File: src/rtl/switch_alloc_3port.sv
// Three-output wormhole switch allocator.
// Each output owns an IDLE/BUSY FSM, a round-robin priority pointer and a
// stall watchdog counter. A head flit with a one-hot route request competes
// for its output. The grant is held until the granted input's tail flit
// transfers. Every output is driven straight from a register.
module switch_alloc_3port #(
   parameter int unsigned STALL_LIMIT = 255
) (
   input  logic       clk,
   input  logic       rst_n,
   input  logic       valid_x,
   input  logic       valid_y,
   input  logic       valid_local,
   input  logic       head_x,
   input  logic       head_y,
   input  logic       head_local,
   input  logic       tail_x,
   input  logic       tail_y,
   input  logic       tail_local,
   input  logic [2:0] req_x,
   input  logic [2:0] req_y,
   input  logic [2:0] req_local,
   input  logic       full_x,
   input  logic       full_y,
   input  logic       full_local,
   output logic [2:0] out_x_sw,
   output logic [2:0] out_y_sw,
   output logic [2:0] out_local_sw,
   output logic       stall_err
);

   typedef enum logic {
      ST_IDLE = 1'b0,
      ST_BUSY = 1'b1
   } state_e;

   localparam logic [7:0] LIMIT = 8'(STALL_LIMIT);

   // Per-port buses, indexed x = 0, y = 1, local = 2. This index also sets
   // the bit position of the one-hot switch codes.
   logic [2:0] valid_v;
   logic [2:0] head_v;
   logic [2:0] tail_v;
   logic [2:0] full_v;
   logic [2:0] req_a [3];
   logic [2:0] stall_hit;
   logic       stall_err_q;
   logic       stall_err_d;

   assign valid_v = {valid_local, valid_y, valid_x};
   assign head_v  = {head_local,  head_y,  head_x};
   assign tail_v  = {tail_local,  tail_y,  tail_x};
   assign full_v  = {full_local,  full_y,  full_x};
   assign req_a[0] = req_x;
   assign req_a[1] = req_y;
   assign req_a[2] = req_local;

   for (genvar o = 0; o < 3; o++) begin : g_out
      localparam logic [2:0] OUT_BIT = 3'b001 << o;

      state_e     state_q, state_d;
      logic [2:0] sw_q, sw_d;
      logic [1:0] ptr_q, ptr_d;
      logic [7:0] cnt_q, cnt_d;
      logic [2:0] reqs;
      logic       xfer;
      logic       tail_xfer;

      // Request decode: a valid head flit whose route is exactly this output.
      always_comb begin
         reqs = '0;
         for (int p = 0; p < 3; p++) begin
            reqs[p] = valid_v[p] & head_v[p] & (req_a[p] == OUT_BIT);
         end
      end

      // A flit moves when the granted input presents one and downstream has room.
      assign xfer      = (state_q == ST_BUSY) & (|(sw_q & valid_v)) & ~full_v[o];
      assign tail_xfer = xfer & (|(sw_q & tail_v));

      // Next-state: round-robin pick in IDLE, release on tail transfer in BUSY.
      always_comb begin
         logic       found;
         logic [1:0] win;
         logic [2:0] sum;
         // NOTE: every variable gets a default first, so no path through
         // the block leaves one unassigned. That prevents an inferred latch.
         state_d = state_q;
         sw_d    = sw_q;
         ptr_d   = ptr_q;
         found   = 1'b0;
         win     = 2'd0;
         sum     = 3'd0;
         case (state_q)
            ST_IDLE: begin
               for (int k = 0; k < 3; k++) begin
                  sum = {1'b0, ptr_q} + 3'(k);
                  if (sum >= 3'd3) sum = sum - 3'd3;
                  if (!found && reqs[sum[1:0]]) begin
                     found = 1'b1;
                     win   = sum[1:0];
                  end
               end
               if (found) begin
                  state_d = ST_BUSY;
                  sw_d    = 3'b001 << win;
                  ptr_d   = (win == 2'd2) ? 2'd0 : win + 2'd1;
               end
            end
            ST_BUSY: begin
               if (tail_xfer) begin
                  state_d = ST_IDLE;
                  sw_d    = 3'b000;
               end
            end
            default: begin
               state_d = ST_IDLE;
               sw_d    = 3'b000;
            end
         endcase
      end

      // Stall counter: count non-transfer BUSY cycles, saturating at the limit.
      always_comb begin
         cnt_d = cnt_q;
         if (state_q == ST_IDLE || xfer) begin
            cnt_d = 8'd0;
         end else if (cnt_q != LIMIT) begin
            cnt_d = cnt_q + 8'd1;
         end
      end

      assign stall_hit[o] = (cnt_q == LIMIT);

      // State register: FSM, grant code, priority pointer and stall counter.
      always_ff @(posedge clk or negedge rst_n) begin
         // NOTE: sequential state uses non-blocking assignments. All
         // registers then update together from values taken before the edge.
         if (!rst_n) begin
            state_q <= ST_IDLE;
            sw_q    <= 3'b000;
            ptr_q   <= 2'd0;
            cnt_q   <= 8'd0;
         end else begin
            state_q <= state_d;
            sw_q    <= sw_d;
            ptr_q   <= ptr_d;
            cnt_q   <= cnt_d;
         end
      end
   end

   // Sticky watchdog: once set, it stays set until reset.
   assign stall_err_d = stall_err_q | (|stall_hit);

   // Watchdog flag register.
   always_ff @(posedge clk or negedge rst_n) begin
      if (!rst_n) stall_err_q <= 1'b0;
      else        stall_err_q <= stall_err_d;
   end

   assign out_x_sw     = g_out[0].sw_q;
   assign out_y_sw     = g_out[1].sw_q;
   assign out_local_sw = g_out[2].sw_q;
   assign stall_err    = stall_err_q;

endmodule
File: config.mk
export PLATFORM = sky130hd
export DESIGN_NAME = switch_alloc_3port
export DESIGN_NICKNAME = d
export VERILOG_FILES = /design/src/rtl/switch_alloc_3port.sv
export SDC_FILE = /design/constraint.sdc
export NUM_CORES = 1
export LEC_CHECK = 0
export ABC_AREA = 1
export CAP_MARGIN = 40
export CORE_ASPECT_RATIO = 0.5
export CORE_UTILIZATION = 55
export CTS_CLUSTER_SIZE = 14
export DETAILED_ROUTE_END_ITERATION = 10
export PLACE_DENSITY_LB_ADDON = 0.12
export SLEW_MARGIN = 40
export SYNTH_ARGS = -nofsm -noshare
export SYNTH_HDL_FRONTEND = slang
export SYNTH_SLANG_ARGS = --single-unit
File: constraint.sdc
create_clock -name clk -period 3.9 [get_ports clk]
set_input_delay 0.78 -clock clk [delete_from_list [all_inputs] [get_ports clk]]
set_output_delay 0.78 -clock clk [all_outputs]
set_load 0.05 [all_outputs]
# == Word level (Yosys, flattened, before mapping) ==
# Cells that the tools add are included.
# classes
add_sub_neg,21
order_cmp,18
eq_ne,24
shift,3
mux,93
bitwise,34
reduce_logical,31
# ops
op,n
$mux W2,33
$mux W8,6
$mux W1,33
$lt A2 B3 Y1 const B,9
$add A8 B1 Y8 const B,3
$eq A8 B8 Y1 const B,3
$ne A8 B8 Y1 const B,3
$and A1 B1 Y1,21
$reduce_or A3 Y1,7
$and A3 B3 Y3,6
$bmux W1 S2,9
$ge A3 B2 Y1 const B,6
$mux W3,6
$pmux W3 S2,3
$sub A2 B2 Y2 const B,9
$reduce_and A2 Y1,6
$add A2 B1 Y3 const B,3
$add A2 B2 Y3 const B,3
$eq A3 B1 Y1 const B,3
$eq A3 B2 Y1 const B,3
$eq A3 B3 Y1 const B,3
$shl A1 B2 Y3 const A,3
$add A2 B1 Y2 const B,3
$eq A2 B2 Y1 const B,3
10 further kinds,37
# word_totals
reg_bits,43
in_bits,23
out_inout_bits,10
word_cells,237

# == Longest topological paths before layout ==
# logic_depth
word_depth,18
ltp_mapped,12
ltp_nobuf,12

# == Least setup slack after synthesis ==
# Ideal clock, no wire load.
# synth_path
path_type,input to register
from,in valid_y
to,reg g_out[0].ptr_q[0]
setup_ns,0.119
arrival_time_ns,1.648
required_ns,3.781
setup_slack_ns,2.133
stages,10
path_buffers,0
cell_sequence,nand2_2 nor2_2 nand3_1 nand3_1 nand2_2 nand2_2 o21ai_2 inv_2 nand3_1 nand2_1
# synth_via
elab_chain_cells,16
elab_cells_between_ends,26
classes_between,1 x add/sub; 1 x eq/ne; 17 x mux; 2 x bitwise; 5 x reduce/logical
# synth_lines
element,line,text
from (decl),12,"input logic valid_y,"
$and A1 B1 Y1 (*) (2 in series),73,reqs[p] = valid_v[p] & head_v[p] & (req_a[p] == OUT_BIT);
$bmux W1 S2,99,if (!found && reqs[sum[1:0]]) begin
$mux W1 (implied by the code),99,
$mux W1,99,
$mux W1,94,case (state_q)
$logic_not A1 Y1,99,
$logic_and A1 B1 Y1,99,
$mux W1,99,
$mux W1,94,
$logic_not A1 Y1,99,
$logic_and A1 B1 Y1,99,
$mux W2,99,
$mux W2,94,
$add A2 B1 Y2 or $eq A2 B2 Y1 (tied branches),107,ptr_d = (win == 2'd2) ? 2'd0 : win + 2'd1;
$mux W2,107,
to (signal assigned),147,ptr_q <= ptr_d;
to (decl),63,"logic [1:0] ptr_q, ptr_d;"
# Mark *: on every way between the ends. The rest lies on a longest branch, timed or not. The select of a mux whose other input is x is not followed.
# A chain may end at the register's enable or synchronous reset.

# == Worst setup path after layout ==
# layout_path
from,"reg g_out[1].sw_q[2], in the netlist out_y_sw[2]"
to,out out_y_sw[2]
# layout_lines
element,line,text
from (decl),62,"logic [2:0] sw_q, sw_d;"
from (signal assigned),146,sw_q <= sw_d;
to (decl),27,"output logic [2:0] out_y_sw,"
# No word-level cell between the ends.

==> results.ini <==
[placed_design]
gp_congestion=0.948
hpwl_mm=5.17
port_buffers=32
place_area_mm2=0.00329

[cts]
cts_tree=built
htreeDepth=2
hold_buffers=0
cts_buffers=5
insertion_delay_ns=0.29
clk_pin_slew_worst_paths_ns=0.08
clk_path_buf_depth=2
cts_root_buffer=clkbuf_8
post_cts_buffers=0
clock-sinks=43
cts_resized=0

[pwr]
p_per_area_mw_per_mm2=667
peakVddDrop_uv=335
p_leak_nw=1.68

[timing]
finalMaxSlewViolations=0
rsz0062_at_grt=false
post-route-period-util_pct=60.4
hold_violations=0
setup_viol=0
period_needed_ns=2.35
slew_headroom_pct=64.3
setup_tns_ns=0
clock-skew-final_ns=0.00363
max_freq_ghz=0.425
worst_slew_pin_slew_ns=0.535

[synthesis]
syn-cell-area_mm2=0.00288
yosys.area.top_type=dfrtp_1
syn_nets=432
ys_warn_count=0
synth_top_area_share_pct=37.3
synth.avg_cell_area_um2=7.26
ys_seq_area_share_pct=37.3
ys_ff_latch=43
synth_area_leaders=dfrtp_1 (37%), nand2_1 (13%), nand3_1 (11%)
netlist_instances=397
synth.distinct_cells=30

[critical_path]
startpoint_type=flop
cp.required_ns=3.12
crit_arrival_ns=1.57
worstSetupPathType=flop to primary output
worstSetupEndpointType=primary output
cp_max_fo=4
crit_slowest_cell=clkdlybuf4s50_1
cp_cell_sequence=clkdlybuf4s50_1
crit_buf_inv=1
crit_family=buffers and inverters
cp_slowest_stage_delay_ns=0.84

[grt]
grt_overflow=0
antenna_found_initial=0
grt_pass1_vias=2429
track_usage_pct=25.1
grt_max_degree=44
grt_first_pass_wirelength_mm=10.9

[floorplan]
die_y_um=53.2
fp.coreArea_mm2=0.00498
die_area_mm2=0.00555
rows=18
start_util_pct=57.9
die_width_um=104
ioPinCount=33

[drt]
wire_per_inst_um=12.7
drtAntennaViolNets=0
vias_per_cell=5.33
drc=0
vias=2703
finalWirelength_mm=6.46
first_pass_iters=5
drt_iter0_markers=170

[cells_and_area]
syn_to_final_growth_pct=18.2
final_common_cell=nand2_1
drive_gt1_share_pct=11.9
final_cell_mix=nand2_1 (96), nand3_1 (61), inv_1 (48)
antenna_cells=0
finalNetCount=471
final_area_mm2=0.00340

[min_path]
hold_class=input port to async pin

[status]
status=completed

[job]
drv_cap=0

cell usage after synthesis:
library cell  instances
nand2_1              96
nand3_1              61
inv_1                48
dfrtp_1              43
nor2_1               28
o21ai_0              15
nand2_2              14
nand4_1              13
ha_1                 12
o21ai_1              11
a21oi_1               8
nor2_2                7
nand3_2               6
nor3_1                6
inv_2                 5
o21ai_2               5
nor2_4                3
a31oi_1               2
xnor2_1               2
xor2_1                2
a2111oi_0             1
a221oi_1              1
a22oi_1               1
a2bb2oi_1             1
clkinv_1              1
inv_4                 1
nor3_2                1
o211a_1               1
o21ai_4               1
o31ai_1               1
per-stage QoR:
| step | setup slack [ns] | instances | power [W] | hold WS (ns) | util (%) |
|---|---|---|---|---|---|
| floorplan | 2.13 | 397 | 0.00158 | 0.445 | - |
| global placement | 1.40 | 499 | 0.00186 | 0.463 | 66.0 |
| detailed placement | 1.34 | 499 | 0.00191 | 0.463 | 66.0 |
| CTS | 1.55 | 507 | 0.00227 | 0.477 | 68.4 |
| global route | 1.50 | 507 | 0.00245 | 0.503 | 68.4 |
| finish | 1.55 | 507 | 0.00227 | 0.467 | 68.4 |
where the power goes:
group          switching (W)  internal (W)  total [W]
clock network       0.000152      0.000207   0.000359
registers           0.000133      0.000582   0.000715
logic               0.000798      0.000399    0.00120
total                0.00108       0.00119    0.00227
cells by family after synthesis:
| group | after synthesis | synth area share, % |
|---|---|---|
| compound gates | 48 | 10.2 |
| simple gates | 235 | 38.8 |
| buf+inv | 55 | 7.25 |
| flops | 43 | 37.3 |
| fa+ha+maj | 12 | 5.21 |
| xor+xnor | 4 | 1.22 |
area by class of cell:
| class | instances | area [um2] |
|---|---|---|
| clock buffers | 6 | 82.6 |
| multi-input cells | 299 | 1600 |
| clock inverters | 2 | 35.0 |
| well taps | 70 | 87.6 |
| flip-flops and latches | 43 | 1080 |
| fillers | 446 | 1570 |
| inverters | 55 | 209 |
| repair buffers | 32 | 318 |
metal layers:
layer / vias to the layer above / wire (um) / part of all wire (%) / GRT usage, %
met5: - / 0 / 0 / 0
met4: 0 / 82 / 1.3 / 7.38
met3: 8 / 307 / 4.8 / 5.05
met2: 67 / 2890 / 45 / 41.2
met1: 1240 / 3180 / 49 / 34.2
li1: 1388 / - / - / -
worst paths after layout:
| check | startpoint | endpoint | slack (ns) | cells past startpoint |
|---|---|---|---|---|
| hold reg to reg | stall_err$_DFF_PN0_ | stall_err$_DFF_PN0_ | 0.48 | 2 |
| min in group clk | stall_err$_DFF_PN0_ | stall_err$_DFF_PN0_ | 0.48 | 2 |
| max in group asynchronous | rst_n | g_out[2].ptr_q[0]$_DFFE_PN0P_ | 3.07 | 1 |
| hold / removal | rst_n | g_out[0].cnt_q[5]$_DFFE_PN0P_ | 0.47 | 1 |
| setup / recovery | out_y_sw[2]$_DFFE_PN0P_ | out_y_sw[2] | 1.55 | 1 |
| setup reg to reg | g_out[0].ptr_q[0]$_DFFE_PN0P_ | g_out[0].ptr_q[0]$_DFFE_PN0P_ | 2.01 | 11 |
state kept, by name, indices dropped and copies added (netlist names):
| signal | count |
|---|---|
| g_out.cnt_q | 24 |
| g_out.ptr_q | 6 |
| g_out.state_q | 3 |
| out_local_sw | 3 |
| out_x_sw | 3 |
| out_y_sw | 3 |
| stall_err | 1 |
(Power assumes the default switching activity.)
